`config.mk`:
```
export PLATFORM = sky130hd
export DESIGN_NAME = keypad_digit_controller
export DESIGN_NICKNAME = d
export VERILOG_FILES = /design/src/rtl/keypad_pkg.sv /design/src/rtl/keypad_decoder.sv /design/src/rtl/keypad_digit_controller.sv
export SDC_FILE = /design/constraint.sdc
export NUM_CORES = 1
export LEC_CHECK = 0
export BUFFER_PORTS_ARGS = -buffer_cell sky130_fd_sc_hd__buf_4
export CORE_MARGIN = 2
export CORE_UTILIZATION = 59
export CTS_CLUSTER_SIZE = 28
export DETAILED_ROUTE_END_ITERATION = 6
export HOLD_SLACK_MARGIN = 0.15
export PLACE_DENSITY_LB_ADDON = 0.3
export SKIP_LAST_GASP = 1
export SLEW_MARGIN = 10
export SYNTH_ARGS = -nofsm -noshare
export SYNTH_HDL_FRONTEND = slang
export SYNTH_SLANG_ARGS = --single-unit
export TNS_END_PERCENT = 1
```
`constraint.sdc`:
```
create_clock -name clk -period 2.4 [get_ports clk]
set_clock_uncertainty 0.05 [all_clocks]
set_input_delay 0.24 -clock clk [delete_from_list [all_inputs] [get_ports clk]]
set_output_delay 0.24 -clock clk [all_outputs]
set_load 0.005 [all_outputs]
```
`src/rtl/keypad_pkg.sv`:
```
// rtl/keypad_pkg.sv - shared types and key map for the keypad digit controller
package keypad_pkg;

    typedef enum logic [1:0] {
        SCAN     = 2'd0,
        DEBOUNCE = 2'd1,
        HELD     = 2'd2,
        RELEASE  = 2'd3
    } state_t;

    // 16 entries of 4 bits, indexed by {row, col}; entry 0 sits in the LSBs.
    // Rows top to bottom: 1 2 3 A / 4 5 6 B / 7 8 9 C / E 0 F D.
    localparam logic [63:0] KEY_MAP = {
        4'hD, 4'hF, 4'h0, 4'hE,
        4'hC, 4'h9, 4'h8, 4'h7,
        4'hB, 4'h6, 4'h5, 4'h4,
        4'hA, 4'h3, 4'h2, 4'h1
    };

    function automatic logic [3:0] key_lookup(input logic [1:0] row_idx, input logic [1:0] col_idx);
        logic [5:0] bit_idx;
        bit_idx = {row_idx, col_idx, 2'b00};
        return KEY_MAP[bit_idx +: 4];
    endfunction

endpackage

```
`src/rtl/keypad_decoder.sv`:
```
// rtl/keypad_decoder.sv - maps synchronized rows and active column to a key code
module keypad_decoder
    import keypad_pkg::*;
(
    input  logic [3:0] row_s,
    input  logic [1:0] col_idx,
    output logic [3:0] key
);

    logic [1:0] row_idx;

    // Lowest-index low row wins, so several keys in one column yield one key
    always_comb begin
        row_idx = 2'd3;
        if (!row_s[0]) begin
            row_idx = 2'd0;
        end else if (!row_s[1]) begin
            row_idx = 2'd1;
        end else if (!row_s[2]) begin
            row_idx = 2'd2;
        end
        key = key_lookup(row_idx, col_idx);
    end

endmodule

```
`src/rtl/keypad_digit_controller.sv`:
```
// rtl/keypad_digit_controller.sv - column scanner, debouncer and two-digit key history
module keypad_digit_controller
    import keypad_pkg::*;
#(
    parameter int SCAN_COUNT     = 50_000,
    parameter int DEBOUNCE_COUNT = 1_000_000
) (
    input  logic       clk,
    input  logic       reset,
    input  logic [3:0] row,
    output logic [3:0] col,
    output logic [3:0] digitL,
    output logic [3:0] digitR,
    output logic       keyValid
);

    localparam int MAX_COUNT = (SCAN_COUNT > DEBOUNCE_COUNT) ? SCAN_COUNT : DEBOUNCE_COUNT;
    localparam int CNT_W     = (MAX_COUNT > 1) ? $clog2(MAX_COUNT) : 1;

    localparam logic [CNT_W-1:0] SCAN_LAST = CNT_W'(SCAN_COUNT - 1);
    localparam logic [CNT_W-1:0] DEB_LAST  = CNT_W'(DEBOUNCE_COUNT - 1);
    // Rows are only trusted once the column drive has settled and passed the synchronizer
    localparam logic [CNT_W-1:0] SETTLE    = CNT_W'(3);
    localparam logic [CNT_W-1:0] CNT_ONE   = CNT_W'(1);

    state_t           state;
    logic [1:0]       c;
    logic [CNT_W-1:0] cnt;
    logic [3:0]       row_meta;
    logic [3:0]       row_s;
    logic [3:0]       row_latch;
    logic [3:0]       key;

    keypad_decoder u_decoder (
        .row_s   (row_s),
        .col_idx (c),
        .key     (key)
    );

    // Exactly one column driven low, selected by the column register
    assign col = ~(4'b0001 << c);

    // Two-flop synchronizer for the asynchronous row inputs; idles high like the pull-ups
    always_ff @(posedge clk) begin
        if (!reset) begin
            row_meta <= 4'b1111;
            row_s    <= 4'b1111;
        end else begin
            row_meta <= row;
            row_s    <= row_meta;
        end
    end

    // Scan / debounce / held / release sequencing with registered digit history
    always_ff @(posedge clk) begin
        if (!reset) begin
            state     <= SCAN;
            c         <= 2'd0;
            cnt       <= '0;
            row_latch <= 4'b1111;
            digitL    <= 4'd0;
            digitR    <= 4'd0;
            keyValid  <= 1'b0;
        end else begin
            keyValid <= 1'b0;
            case (state)
                SCAN: begin
                    if (cnt >= SETTLE && row_s != 4'b1111) begin
                        row_latch <= row_s;
                        cnt       <= '0;
                        state     <= DEBOUNCE;
                    end else if (cnt == SCAN_LAST) begin
                        cnt <= '0;
                        c   <= c + 2'd1;
                    end else begin
                        cnt <= cnt + CNT_ONE;
                    end
                end
                DEBOUNCE: begin
                    if (row_s != row_latch) begin
                        state <= SCAN;
                        c     <= c + 2'd1;
                        cnt   <= '0;
                    end else if (cnt == DEB_LAST) begin
                        digitL   <= digitR;
                        digitR   <= key;
                        keyValid <= 1'b1;
                        state    <= HELD;
                        cnt      <= '0;
                    end else begin
                        cnt <= cnt + CNT_ONE;
                    end
                end
                HELD: begin
                    if (row_s == 4'b1111) begin
                        state <= RELEASE;
                        cnt   <= '0;
                    end
                end
                RELEASE: begin
                    if (row_s != 4'b1111) begin
                        state <= HELD;
                        cnt   <= '0;
                    end else if (cnt == DEB_LAST) begin
                        state <= SCAN;
                        c     <= c + 2'd1;
                        cnt   <= '0;
                    end else begin
                        cnt <= cnt + CNT_ONE;
                    end
                end
                default: begin
                    state <= SCAN;
                    cnt   <= '0;
                end
            endcase
        end
    end

endmodule

```
Word level (Yosys, flattened, before mapping)
Index checks and enable logic that the tools add are counted.
W data, S select, Z words.

word-level totals
  register bits after elaboration = 45
  bits of input ports = 6
  output and inout bits = 13
  word-level logic and storage cells = 67

cells by class
  muxes and demuxes = 24
  reductions and logical operators = 8
  equality and inequality tests = 17
  $lt $le $gt $ge = 1
  $add $sub $neg = 2
  shift operators = 2
  bitwise operators = 4

operator list
  operator                   count
  $mux W20                   6
  $pmux W20 S4               1
  $shiftx A64 B7 Y4 const A  1
  $mux W2                    13
  $add A20 B1 Y20 const B    1
  $eq A20 B16 Y1 const B     1
  $eq A20 B20 Y1 const B     1
  $ge A20 B2 Y1 const B      1
  $ne A2 B2 Y1 const B       7
  $pmux W2 S4                1
  $ne A3 B3 Y1 const B       2
  $pmux W2 S3                1
  $reduce_and A6 Y1          1
  $eq A2 B2 Y1 const B       2
  $eq A4 B4 Y1 const B       1
  $ne A4 B4 Y1               1
  $ne A4 B4 Y1 const B       1
  $not A4 Y4                 1
  $reduce_and A4 Y1          1
  $shl A1 B2 Y4 const A      1
  $not A1 Y1                 3
  $reduce_and A3 Y1          1
  $reduce_bool A3 Y1         1
  $reduce_or A3 Y1           1
  other kinds (6)            7

Longest topological paths before layout
  depth after elaboration = 4
  gate-level depth with buffers = 7
  gate-level depth less buffers = 7

Hierarchy
Synthesis repeated with hierarchy kept, for this count alone.

unflattened totals
  cells, all modules = 273
  area, all modules = 2379.8 µm²

by module, submodules not included
  module                   sequential area each (µm²)  times used  cells each  area each (µm²)
  keypad_digit_controller  900.9                       1           249         2194.6
  keypad_decoder           0.0                         1           24          185.2

Worst setup path before layout
Ideal clock, no wire load.

  path type = reg2reg
  start point = register cnt[7]
  end point = register cnt[10]
  setup time = 0.139 ns
  required time = 2.211 ns
  clock period less this slack = 2.051 ns
  setup slack = 0.349 ns
  data arrival time = 1.862 ns
  stages on the path, launching flop included = 7
  buffers on the path = 1
  path through = dfxtp_1 or3_4 or4_1 o21a_1 a32oi_2 buf_6 a211oi_1

between the ends
  word-level cells in the longest chain between the ends = 4
  elaborated cells between the ends (all ways) = 11
  classes of those cells = add/sub (1); order compare (1); eq/ne (2); mux (6); reduce/logical (1)

RTL lines
  item                                     RTL line                                                                                      source
  start, declared                          keypad_digit_controller.sv:28                                                                 logic [CNT_W-1:0] cnt;
  start signal, assigned                   keypad_digit_controller.sv:76                                                                 cnt <= cnt + CNT_ONE;
  start signal, assigned                   keypad_digit_controller.sv:91                                                                 cnt <= cnt + CNT_ONE;
  start signal, assigned                   keypad_digit_controller.sv:109                                                                cnt <= cnt + CNT_ONE;
  $add A20 B1 Y20 (tied with other cells)  keypad_digit_controller.sv:76, keypad_digit_controller.sv:91, keypad_digit_controller.sv:109
  $mux W20 (tied with other cells)         keypad_digit_controller.sv:84, keypad_digit_controller.sv:104
  $mux W20, on equally long branches       keypad_digit_controller.sv:101, keypad_digit_controller.sv:68, keypad_digit_controller.sv:80
  $pmux W20 S4 (*)                         keypad_digit_controller.sv:66                                                                 case (state)

Mark *: on every way between the ends. The rest lies on a longest branch, timed or not.
A chain may end at the register's enable or synchronous reset.

Worst setup path after layout
  start point = register cnt[7]
  end point = register cnt[9]

Same word-level chain as after synthesis.

==> flow_metrics.tcl <==
set metrics [dict create \
    clk_latency_ns 0.30 \
    syn_area_um2 2370 \
    tightest_slew_ns 0.668 \
    synth_compound_area_share_pct 16.5 \
    yosysTopAreaCell "dfxtp_1" \
    ys.warnings.count 0 \
    die_h_um 67.4 \
    initial_utilization_pct 60.2 \
    rsz0062_at_grt "no" \
    die_x_um 67.4 \
    irDropWorstVdd_mv 0.423 \
    drt-met1-wl_um 2260 \
    maxCapViolCount 0 \
    ys_ff_latch 45 \
    synth_top_family_by_area "simple AND/OR/NAND/NOR gates" \
    layout_common_cells "45 x dfxtp_1, 29 x buf_4, 20 x xnor2_1, 20 x nand2_1, 18 x a211oi_1" \
    setup_viol 0 \
    track_usage_pct 23.4 \
    postRouteAntennaNets 0 \
    antenna_found_initial 0 \
    grt_max_degree 24 \
    rr_worst_depth 6 \
    reg2reg_slack_ns 0.11 \
    status "complete, no violations" \
    vias 1974 \
    mostFrequentLayoutCell "dfxtp_1" \
    port_buffers 18 \
    pin_count 19 \
    cp_max_fo 20 \
    crit_path_cell_trace "or3_4 -> or4_1 -> o21a_1 -> a32oi_2 -> buf_4 -> a211oi_1" \
    wl_um 4850 \
    drive_gt1_share_pct 14.5 \
    cp-start-kind "flip-flop" \
    cts_buffers 5 \
    wl_per_cell_um 14.3 \
    final_hold_viol_count 0 \
    synth_cell_type_count 41 \
    ys_async_sr_fraction_pct 0 \
    cts_htree_levels 2 \
    syn-instance-count 265 \
    max_freq_mhz 436 \
    synth_edf_count 0 \
    top_layer "met4" \
    met2WireLength_um 2260 \
    synthTopCellsByArea "dfxtp_1 38%, xnor2_1 7.4%, a211oi_1 5.7%, mux2i_1 4.6%, ha_1 3.7%" \
    drt_iter0_drc 167 \
    synthSimpleGateAreaFrac_pct 22.7 \
    drt-pass1-iter-count 4 \
    yosys_most_used_dff "dfxtp_1" \
    final_nets 301 \
    min_path_cells 2 \
    syn_nets 278 \
    endpoint_kind "flip-flop" \
    ctsRootBufferMaster "clkbuf_8" \
    synthXorXnorAreaFrac_pct 8.49 \
    gp_congestion 0.962 \
    tritoncts "done" \
    fin_ws_ns 0.109 \
    synth_top_area_share_pct 38.0 \
    slew_headroom_pct 55.4 \
    wl_met3_um 257 \
    remaining_drc_errors 0 \
    n_antenna_cell 0 \
    crit_type "reg2reg" \
    fin_crit_ns 2.29 \
    cts_sinks 45 \
    areaGrowthSynthToFinish_pct 13.3 \
    min_path_type "in2reg" \
    synth_area_per_cell_um2 8.95 \
    tns_ns 0 \
    synth_fa_ha_area_share_pct 3.69 \
    avgViaCountPerCell 5.82 \
    cp.required_ns 2.52 \
    clk_transition_reported_paths_ns 0.08 \
    crit_path_top_delay_cell "or4_1" \
    cpPeakStageDelay_ns 0.53 \
    die-area_um2 4540 \
    grt_pass1_vias 1734 \
    ys_seq_area_share_pct 38.0 \
    core_area_um2 3940 \
    min_period_over_period_pct 95.5 \
    cts_buffer_depth 2 \
    crit_arrival_ns 2.41 \
    finalMaxSlewViolations 0 \
    yosys-mux-area-fraction_pct 4.64 \
    power.density_nw_per_um2 619 \
    pre_cts_ws_ns 0.150 \
    dp_hpwl_um 3300 \
    grt_pass1_wl_um 8010 \
    num_rows 23 \
    p_leak_nw 0.972 \
    grt_overflow 0 \
]
==> final cells by class <==
class                   instances  area [um^2]
clock inverters                 2         15.0
flip-flops and latches         45          901
multi-input cells             191         1330
clock buffers                   6         72.6
fillers                       328         1250
repair buffers                 33          258
inverters                      12         45.0
well taps                      50         62.6
==> where the power goes <==
part	internal (mW)	switching (mW)
combinational	0.160	0.208
sequential	0.787	0.0495
clock	0.205	0.255
==> critical path: cells and delay by family (launching register included) <==
| family | cells | cell delay (ns) |
|---|---|---|
| AO/OA/AOI/OAI | 3 | 0.50 |
| AND/OR/NAND/NOR | 2 | 0.95 |
| flip-flops | 1 | 0.37 |
| buffers and inverters | 1 | 0.28 |
==> worst paths after layout <==
| kind | startpoint | endpoint |
|---|---|---|
| max | cnt[7] | cnt[9] |
| min | reset | row_latch[3] |
| max reg2reg | cnt[7] | cnt[9] |
| min reg2reg | row_meta[3] | row_s[3] |
==> synthesized netlist by cell type (5+ instances only) <==
master / count
nor3_1: 8
nand2_1: 20
nand3_1: 8
a21oi_1: 12
clkbuf_1: 8
inv_1: 12
nor2_1: 13
ha_1: 7
xnor2_1: 20
nand2b_1: 9
mux2i_1: 11
nor4_1: 6
a211oi_1: 18
nand4_1: 7
and4_1: 5
o21ai_0: 9
dfxtp_1: 45
==> through the flow <==
stage | instance area (um^2) | hold slack [ns] | util [%] | cells | power, mW
after detailed placement | 2540 | 0.346 | 64.4 | 325 | 1.21
after CTS | 2670 | 0.159 | 67.6 | 337 | 1.68
after floorplan | 2370 | 0.291 | - | 265 | 1.14
after global routing | 2690 | 0.185 | 68.2 | 339 | 1.74
final | 2690 | 0.169 | 68.2 | 339 | 1.66
after global placement | 2540 | 0.340 | 64.4 | 325 | 1.20
==> per-layer routing <==
| metal | GRT usage [%] | vias to the layer above |
|---|---|---|
| met2 | 37.6 | 53 |
| met1 | 30.3 | 917 |
| li1 | - | 998 |
| met4 | 9.18 | 0 |
| met5 | 0 | - |
| met3 | 5.17 | 6 |
==> sequential cells by signal (all words and copies together) (netlist names) <==
signal,flops
cnt,20
digitL,4
digitR,4
row_latch,4
row_meta,4
row_s,4
c,2
state,2
keyValid,1
==> timing repair <==
action,in CTS,in global routing
endpoints found under the hold margin,4,0
hold buffers,4,0
gates resized for setup,0,1
setup endpoints to repair,0,2
buffers inserted,0,2
==> cells by family (layout without fill, tap and decap cells) <==
group | count (synthesis) | in the layout
AO/OA/AOI/OAI | 54 | 54
XOR/XNOR | 23 | 23
adder cells (fa/ha/maj) | 7 | 7
buffers and inverters | 29 | 53
flip-flops | 45 | 45
multiplexers | 11 | 11
AND/OR/NAND/NOR | 96 | 96
Power figures use the tool's default switching activity.
